<file path="src/rtl/matlab_pkg.sv">
// Shared MATLAB reorder encodings and the byte permutation used by both the
// transmit-side reorder stage and the receive-side restore stage.
package matlab_pkg;

    localparam logic [1:0] MCONF_NONE   = 2'b00;
    localparam logic [1:0] MCONF_NIB    = 2'b01;
    localparam logic [1:0] MCONF_PAIR   = 2'b10;
    localparam logic [1:0] MCONF_BITREV = 2'b11;

    typedef enum logic [1:0] {
        SKID_EMPTY = 2'd0,
        SKID_ONE   = 2'd1,
        SKID_FULL  = 2'd2
    } skid_state_e;

    // Every mode is an involution, so this one function both reorders and restores.
    function automatic logic [7:0] matlab_perm(input logic [1:0] conf, input logic [7:0] b);
        logic [7:0] r;
        r = b;
        case (conf)
            MCONF_NIB:    r = {b[3:0], b[7:4]};
            MCONF_PAIR:   r = {b[1:0], b[3:2], b[5:4], b[7:6]};
            MCONF_BITREV: for (int i = 0; i < 8; i++) r[i] = b[7-i];
            default:      r = b;
        endcase
        return r;
    endfunction

endpackage

</file>
<file path="src/rtl/axis_skid_buf.sv">
// Generic 2-entry AXI-Stream buffer: output register plus one skid register,
// with a registered input ready so downstream ready never reaches upstream combinationally.
module axis_skid_buf
    import matlab_pkg::*;
#(
    parameter int W = 10
) (
    input  logic         clk,
    input  logic         rst_n,
    input  logic [W-1:0] in_data,
    input  logic         in_valid,
    output logic         in_ready,
    output logic [W-1:0] out_data,
    output logic         out_valid,
    input  logic         out_ready
);

    skid_state_e  state_q, state_d;
    logic [W-1:0] out_data_q, out_data_d;
    logic [W-1:0] skid_data_q, skid_data_d;
    logic         ready_q, ready_d;
    logic         push, pop;

    // NOTE: every signal driven here gets a default first, so no path can infer a latch.
    always_comb begin
        state_d     = state_q;
        out_data_d  = out_data_q;
        skid_data_d = skid_data_q;
        push        = in_valid & ready_q;
        pop         = (state_q != SKID_EMPTY) & out_ready;
        case (state_q)
            SKID_EMPTY: begin
                if (push) begin
                    out_data_d = in_data;
                    state_d    = SKID_ONE;
                end
            end
            SKID_ONE: begin
                if (push && pop) begin
                    out_data_d = in_data;
                end else if (push) begin
                    skid_data_d = in_data;
                    state_d     = SKID_FULL;
                end else if (pop) begin
                    state_d = SKID_EMPTY;
                end
            end
            SKID_FULL: begin
                // ready_q is low here, so only a pop can happen.
                if (pop) begin
                    out_data_d = skid_data_q;
                    state_d    = SKID_ONE;
                end
            end
            default: state_d = SKID_EMPTY;
        endcase
        ready_d = (state_d != SKID_FULL);
    end

    // NOTE: state registers use non-blocking assignments so all flops update together at the edge.
    always_ff @(posedge clk or negedge rst_n) begin
        if (!rst_n) begin
            state_q     <= SKID_EMPTY;
            out_data_q  <= '0;
            skid_data_q <= '0;
            ready_q     <= 1'b0;
        end else begin
            state_q     <= state_d;
            out_data_q  <= out_data_d;
            skid_data_q <= skid_data_d;
            ready_q     <= ready_d;
        end
    end

    assign in_ready  = ready_q;
    assign out_valid = (state_q != SKID_EMPTY);
    assign out_data  = out_data_q;

endmodule

</file>
<file path="src/rtl/matlab_stream_restore.sv">
// Receive-side MATLAB restore: locks the reorder mode per packet, undoes the byte
// permutation, buffers through a 2-entry skid buffer and counts delivered beats/packets.
module matlab_stream_restore
    import matlab_pkg::*;
#(
    parameter int DATA_W     = 8,
    parameter int PKT_CNT_W  = 16,
    parameter int BEAT_CNT_W = 16
) (
    input  logic                  S_APB_aclk,
    input  logic                  S_APB_aresetn,
    input  logic [DATA_W-1:0]     S_AXIS_tdata,
    input  logic                  S_AXIS_tvalid,
    input  logic                  S_AXIS_tkeep,
    input  logic                  S_AXIS_tlast,
    output logic                  S_AXIS_tready,
    input  logic [1:0]            MATLABconf,
    output logic [DATA_W-1:0]     M_AXIS_tdata,
    output logic                  M_AXIS_tvalid,
    output logic                  M_AXIS_tkeep,
    output logic                  M_AXIS_tlast,
    input  logic                  M_AXIS_tready,
    output logic [1:0]            conf_active,
    output logic [PKT_CNT_W-1:0]  pkt_count,
    output logic [BEAT_CNT_W-1:0] beat_count
);

    logic                  in_pkt_q, in_pkt_d;
    logic [1:0]            conf_q, conf_d;
    logic [1:0]            eff_conf;
    logic [PKT_CNT_W-1:0]  pkt_q, pkt_d;
    logic [BEAT_CNT_W-1:0] beat_q, beat_d;
    logic                  s_ready;
    logic                  accept;
    logic                  out_hs;
    logic [DATA_W-1:0]     perm_data;
    logic [DATA_W+1:0]     buf_in, buf_out;

    assign accept = S_AXIS_tvalid & s_ready;
    assign out_hs = M_AXIS_tvalid & M_AXIS_tready;

    // The first beat of a packet runs on the live mode and locks it for the rest.
    always_comb begin
        in_pkt_d = in_pkt_q;
        conf_d   = conf_q;
        eff_conf = in_pkt_q ? conf_q : MATLABconf;
        if (accept) begin
            if (!in_pkt_q) conf_d = MATLABconf;
            in_pkt_d = !S_AXIS_tlast;
        end
    end

    always_comb begin
        pkt_d  = pkt_q;
        beat_d = beat_q;
        if (out_hs) begin
            if (M_AXIS_tlast) begin
                pkt_d  = pkt_q + PKT_CNT_W'(1);
                beat_d = '0;
            end else begin
                beat_d = beat_q + BEAT_CNT_W'(1);
            end
        end
    end

    always_ff @(posedge S_APB_aclk or negedge S_APB_aresetn) begin
        if (!S_APB_aresetn) begin
            in_pkt_q <= 1'b0;
            conf_q   <= MCONF_NONE;
            pkt_q    <= '0;
            beat_q   <= '0;
        end else begin
            in_pkt_q <= in_pkt_d;
            conf_q   <= conf_d;
            pkt_q    <= pkt_d;
            beat_q   <= beat_d;
        end
    end

    assign perm_data = matlab_perm(eff_conf, S_AXIS_tdata);
    assign buf_in    = {S_AXIS_tlast, S_AXIS_tkeep, perm_data};

    axis_skid_buf #(
        .W (DATA_W + 2)
    ) u_skid (
        .clk       (S_APB_aclk),
        .rst_n     (S_APB_aresetn),
        .in_data   (buf_in),
        .in_valid  (S_AXIS_tvalid),
        .in_ready  (s_ready),
        .out_data  (buf_out),
        .out_valid (M_AXIS_tvalid),
        .out_ready (M_AXIS_tready)
    );

    assign {M_AXIS_tlast, M_AXIS_tkeep, M_AXIS_tdata} = buf_out;
    assign S_AXIS_tready = s_ready;
    assign conf_active   = conf_q;
    assign pkt_count     = pkt_q;
    assign beat_count    = beat_q;

endmodule
</file>
<file path="config.mk">
export PLATFORM = sky130hd
export DESIGN_NAME = matlab_stream_restore
export DESIGN_NICKNAME = d
export VERILOG_FILES = /design/src/rtl/matlab_pkg.sv /design/src/rtl/axis_skid_buf.sv /design/src/rtl/matlab_stream_restore.sv
export SDC_FILE = /design/constraint.sdc
export NUM_CORES = 1
export LEC_CHECK = 0
export BUFFER_PORTS_ARGS = -buffer_cell sky130_fd_sc_hd__buf_2
export CAP_MARGIN = 5
export CORE_ASPECT_RATIO = 0.8
export CORE_MARGIN = 10
export CORE_UTILIZATION = 49
export DETAILED_ROUTE_END_ITERATION = 8
export GPL_TIMING_DRIVEN = 0
export PLACE_DENSITY = 0.76
export SLEW_MARGIN = 20
export SYNTH_ARGS = -nofsm -noshare
export SYNTH_HDL_FRONTEND = slang
export SYNTH_SLANG_ARGS = --single-unit
</file>
<file path="constraint.sdc">
create_clock -name S_APB_aclk -period 2.1 [get_ports S_APB_aclk]
set_clock_uncertainty 0.15 [all_clocks]
set_input_delay 0.315 -clock S_APB_aclk [delete_from_list [all_inputs] [get_ports S_APB_aclk]]
set_output_delay 0.315 -clock S_APB_aclk [all_outputs]
set_load 0.02 [all_outputs]
</file>
# --- Word level (Yosys, flattened, before mapping) ---
# Cells that the tools add are included.
totals:
  register_bits: 58
  in_bits: 16
  output_inout_bits: 46
  word_cells: 43
classes:
  muxes: 13
  n_eq_ne: 9
  addsub: 2
  reduce_logical: 8
  bitwise_logic: 3
op_table:
  columns: ["op", "n"]
  rows:
  - ["$add A16 B1 Y16 const B", 2]
  - ["$mux W10", 3]
  - ["$pmux W10 S3", 1]
  - ["$pmux W8 S3", 1]
  - ["$mux W16", 1]
  - ["$mux W2", 6]
  - ["$eq A2 B2 Y1 const B", 3]
  - ["$ne A2 B2 Y1 const B", 3]
  - ["$pmux W2 S3", 1]
  - ["$eq A2 B1 Y1 const B", 2]
  - ["$reduce_and A4 Y1", 1]
  - ["$reduce_and A3 Y1", 1]
  - ["$reduce_bool A3 Y1", 1]
  - ["$and A1 B1 Y1", 2]
  - ["$logic_not A2 Y1", 1]
  - ["$ne A2 B1 Y1 const B", 1]
  - ["$reduce_and A2 Y1", 1]
  - ["$reduce_bool A2 Y1", 1]
  - ["$logic_and A1 B1 Y1", 1]
  - ["$logic_not A1 Y1", 1]
  - ["$not A1 Y1", 1]

# --- Logic depth before layout (Yosys ltp) ---
depth:
  word_depth: 7
  depth_mapped: 6
  mapped_depth_nobuf: 5

# --- By module ---
# A second synthesis with hierarchy kept.
unflattened:
  cells_unflattened: 247
  hier_area_um2: 2981.6
modules_own_cells:
  columns: ["module", "cells_each", "instances", "area_each_um2", "seq_area_each_um2"]
  rows:
  - ["matlab_stream_restore", 175, 1, 1938.1, 875.8]
  - ["axis_skid_buf", 72, 1, 1043.5, 575.6]

# --- Least setup slack after synthesis ---
# OpenSTA, ideal clock, no wires.
synth_path:
  path_type: "register -> register"
  start: "register conf_q[1] (netlist: conf_active[1])"
  end: "register u_skid.skid_data_q[0]"
  path_stages_with_launch: 4
  setup_time_ns: 0.125
  n_path_buf: 0
  slack_ns: 0.047
  required_time_ns: 1.825
  period_less_slack_ns: 2.053
  arrival_time_ns: 1.778
  path_cell_list: "dfrtp_1 > mux2i_2 > mux4_2 > mux2_2"
synth_between:
  elab_chain_cells: 3
  elab_cells_between_ends: 5
  classes_between: "eq/ne (3); mux (2)"
synth_lines:
  columns: ["item", "line_no", "text"]
  rows:
  - ["from (decl)", "matlab_stream_restore.sv:29", "logic [1:0] conf_q, conf_d;"]
  - ["from (signal assigned)", "matlab_stream_restore.sv:74", "conf_q <= conf_d;"]
  - ["$mux W2 (*)", null, null]
  - ["$eq A2 B2 Y1 / $eq A2 B1 Y1 (equally long branches)", "matlab_pkg.sv:20", "case (conf)"]
  - ["$pmux W8 S3 (*)", "matlab_pkg.sv:20", null]
  - ["to (signal assigned)", "axis_skid_buf.sv:70", "skid_data_q <= skid_data_d;"]
  - ["to (decl)", "axis_skid_buf.sv:20", "logic [W-1:0] skid_data_q, skid_data_d;"]
# Mark *: on every way between the ends. The rest lies on a longest branch, timed or not.
# A chain may end at the register's enable or synchronous reset.

# --- Worst setup path in the final report ---
layout_path:
  start: "register beat_q[5] (netlist: beat_count[5])"
  end: "register beat_q[15] (netlist: beat_count[15])"
layout_between:
  elab_chain_cells: 2
layout_lines:
  columns: ["item", "line_no", "text"]
  rows:
  - ["from (decl)", "matlab_stream_restore.sv:32", "logic [BEAT_CNT_W-1:0] beat_q, beat_d;"]
  - ["from (signal assigned)", "matlab_stream_restore.sv:76", "beat_q <= beat_d;"]
  - ["$add A16 B1 Y16", "matlab_stream_restore.sv:61", "beat_d = beat_q + BEAT_CNT_W'(1);"]
  - ["$mux W16", "matlab_stream_restore.sv:57", "if (M_AXIS_tlast) begin"]
# Every way passes these cells.

==> results.toml <==
[power]
power_leakage_nw = 1.62
irDropWorstVdd_mv = 0.536
pwr_density_cell_mw_per_mm2 = 1100

[global_route]
globalRouteOverflowTotal = 0
grt_usage_pct = 14.1
grt_pass1_vias = 2205
grt_first_pass_wirelength_mm = 10.7
grt_max_degree = 59
antenna_found_initial = 0

[placed_design]
hpwlAfterDp_mm = 4.62
placed_cells = 400
port_buffers = 61
place.gp.congestion = 0.777
dpl_worst_slack_ps = -105

[setup_path]
startpoint_type = "flop"
end_kind = "flop"
r2r-start = "beat_count[5]"
worst-setup-path-type = "flop to flop"
cp_data_required_time_ps = 2200
cp_max_fo = 8
reg2reg_to = "beat_count[15]"
cp.arrival_ps = 2090
reg2regPathDepth = 5
r2r_setup_slack_ps = 110

[cts]
cts_made_buffers = 9
htree_num_levels = 3
clk_latency_ps = 330
clock-sinks = 58
cts_tree = "built"
clk_pin_slew_ps = 60
root_buffer = "clkbuf_8"
cts_buffer_depth = 2

[floorplanning]
start_util_pct = 51.0
rows = 24
dieArea_mm2 = 0.00921
core_area_mm2 = 0.00553
fp.dieH_um = 87.8
io_pins = 62
die_x_um = 105

[final_layout]
finalNonFillerCells = 418
ff_latch_area_mm2 = 0.00146
drive_gt1_share_pct = 32.4
fill_cells = 495
final_nets = 357
layout_commonest_cell = "buf_2"
area_delta_synth_final_pct = 22.9
num_antenna_cells = 0
final_cell_mix = "64 x buf_2, 54 x dfrtp_1, 25 x nand2_1"
multiInputGateArea_mm2 = 0.00134

[logic_synthesis]
ys_warn_count = 0
synth.distinct_cells = 39
mappedNetlistNets = 279
ys_seq_elements = 58
synthesis.area_mm2 = 0.00282
synth-edff-count = 0
ys_seq_area_share_pct = 51.5
syn_inst = 261
async_reset_ff_share_pct = 100
ys.flop_type = "dfrtp_1"
avgSynthCellArea_um2 = 10.8

[run_status]
status = "finished, final reports clean"

[sta]
max_freq_mhz = 501
grt_setup_unrepaired = "no"
min_period_ps = 1990
final-setup-viol-count = 0
slew_viol_final = 0
finalHoldViolCount = 0
setup_slack_ps = 105
fin_crit_sh_pct = 95.0
maxSlewHeadroom_pct = 50.9
tightest_slew_ps = 737

[worst_hold_path]
min_to = "u_skid.skid_data_q[8]"
hold_path.class = "input port to flop"
min_path_cells = 2
min_from = "S_AXIS_tkeep"

[drt]
wl_per_cell_um = 15.4
wl_mm = 6.44
vias_per_cell = 5.24
drt_iter0_drc = 83
drc = 0
first_pass_iters = 4
drtAntennaViolNets = 0
route.vias.total = 2191

[job]
cap_violations = 0
==> layer usage <==
metal / wire [um] / up-vias / global-route usage (%) / part of all wire, %
met5: 0 / - / 0 / 0
met4: 41 / 0 / 3.98 / 0.64
met3: 383 / 8 / 5.28 / 5.9
met2: 2960 / 65 / 22.1 / 46
met1: 3060 / 1029 / 18.0 / 47
li1: - / 1089 / - / -
==> report_power, final <==
group / internal (mW) / total, mW / leakage (nW) / switching [mW]
clock: 0.432 / 0.825 / 0.0770 / 0.394
combinational: 0.576 / 1.34 / 0.807 / 0.760
sequential: 1.42 / 1.66 / 0.736 / 0.247
==> kinds of logic (layout without fill, tap and decap cells) <==
| kind of cell | after synthesis | in the layout | share of synthesized area, % |
|---|---|---|---|
| simple gates | 94 | 94 | 16.6 |
| buf+inv | 16 | 94 | 2.31 |
| flops | 58 | 58 | 51.5 |
| compound gates | 46 | 46 | 9.50 |
| xor+xnor | 23 | 23 | 7.15 |
| mux | 22 | 23 | 12.1 |
| fa+ha+maj | 2 | 2 | 0.888 |
==> state kept, by name (all words and copies together) (netlist names) <==
| signal | count |
|---|---|
| conf_active | 2 |
| u_skid.out_data | 10 |
| u_skid.state_q | 2 |
| pkt_count | 16 |
| beat_count | 16 |
| u_skid.in_ready | 1 |
| in_pkt_q | 1 |
| u_skid.skid_data_q | 10 |
==> stage by stage <==
step	area (um^2)	utilization, %	TNS [ps]	hold slack (ps)	power, mW
2_1_floorplan	2820	-	0	-131	2.52
4_1_cts	3380	61.2	-792	76.3	3.80
6_report	3460	62.7	0	92.6	3.83
3_3_place_gp	3220	58.3	-448	304	2.92
5_1_grt	3460	62.7	0	84.2	4.08
3_5_place_dp	3220	58.4	-711	283	2.96
==> timing repair <==
| action | 4_1_cts | 5_1_grt |
|---|---|---|
| gates resized for setup | 0 | 9 |
| buffers inserted | 0 | 4 |
| endpoints found under the hold margin | 58 | 0 |
| pin swaps | 0 | 0 |
| gates cloned | 0 | 1 |
| hold buffers | 1 | 0 |
| setup endpoints to repair | 12 | 22 |
==> layout make-up <==
| type | instances | area share (%) |
|---|---|---|
| Buffer | 11 | 1.37 |
| Tap cell | 78 | 2.82 |
| Clock inverter | 1 | 0.145 |
| Multi-Input combinational cell | 188 | 38.6 |
| Clock buffer | 11 | 4.08 |
| Inverter | 5 | 0.542 |
| Timing Repair Buffer | 66 | 10.4 |
| Sequential cell | 58 | 42.1 |
==> synthesized netlist by cell type (2+ instances only) <==
cell type  number  area share (%)
buf_1           2            0.27
and3_1          4            0.89
buf_2           4            0.71
mux4_2          8             6.4
nand4_1         4            0.89
nor3_1          8             1.4
nor2_1         22             2.9
inv_1           5            0.67
clkbuf_1        5            0.67
a21o_1          2            0.53
a21oi_1         8             1.4
o2111ai_1       2            0.62
o21ai_0        20             3.6
or3_1           4            0.89
o21ai_1         4            0.71
mux2i_2         2            0.98
nand2_1        25             3.3
nor2b_1         2            0.44
xor2_1          7             2.2
dfrtp_1        58              51
mux2_2         11             4.4
o31ai_1         4             1.1
or4_1           3            0.80
nand3_1        11             2.0
a31oi_1         2            0.44
xnor2_1        16             5.0
ha_1            2            0.89
nand2b_1        2            0.44
nor4_1          4            0.89
==> critical path, stage by stage (launching register included) <==
cell     delay (ps)
dfrtp_2         420
nand4_4         150
or3_1           360
buf_2           170
or4_1           510
a21oi_1         160
==> worst max path at each step <==
stage | end | depth (start not counted) | startpoint
3_3_place_gp | u_skid.skid_data_q[7] | 3 | in_pkt_q
2_1_floorplan | u_skid.skid_data_q[0] | 3 | conf_active[1]
4_1_cts | u_skid.skid_data_q[7] | 3 | in_pkt_q
6_report | beat_count[15] | 5 | beat_count[5]
5_1_grt | beat_count[14] | 4 | u_skid.state_q[0]
3_5_place_dp | u_skid.skid_data_q[7] | 3 | in_pkt_q
No activity file was read; power rests on OpenSTA's default activity.
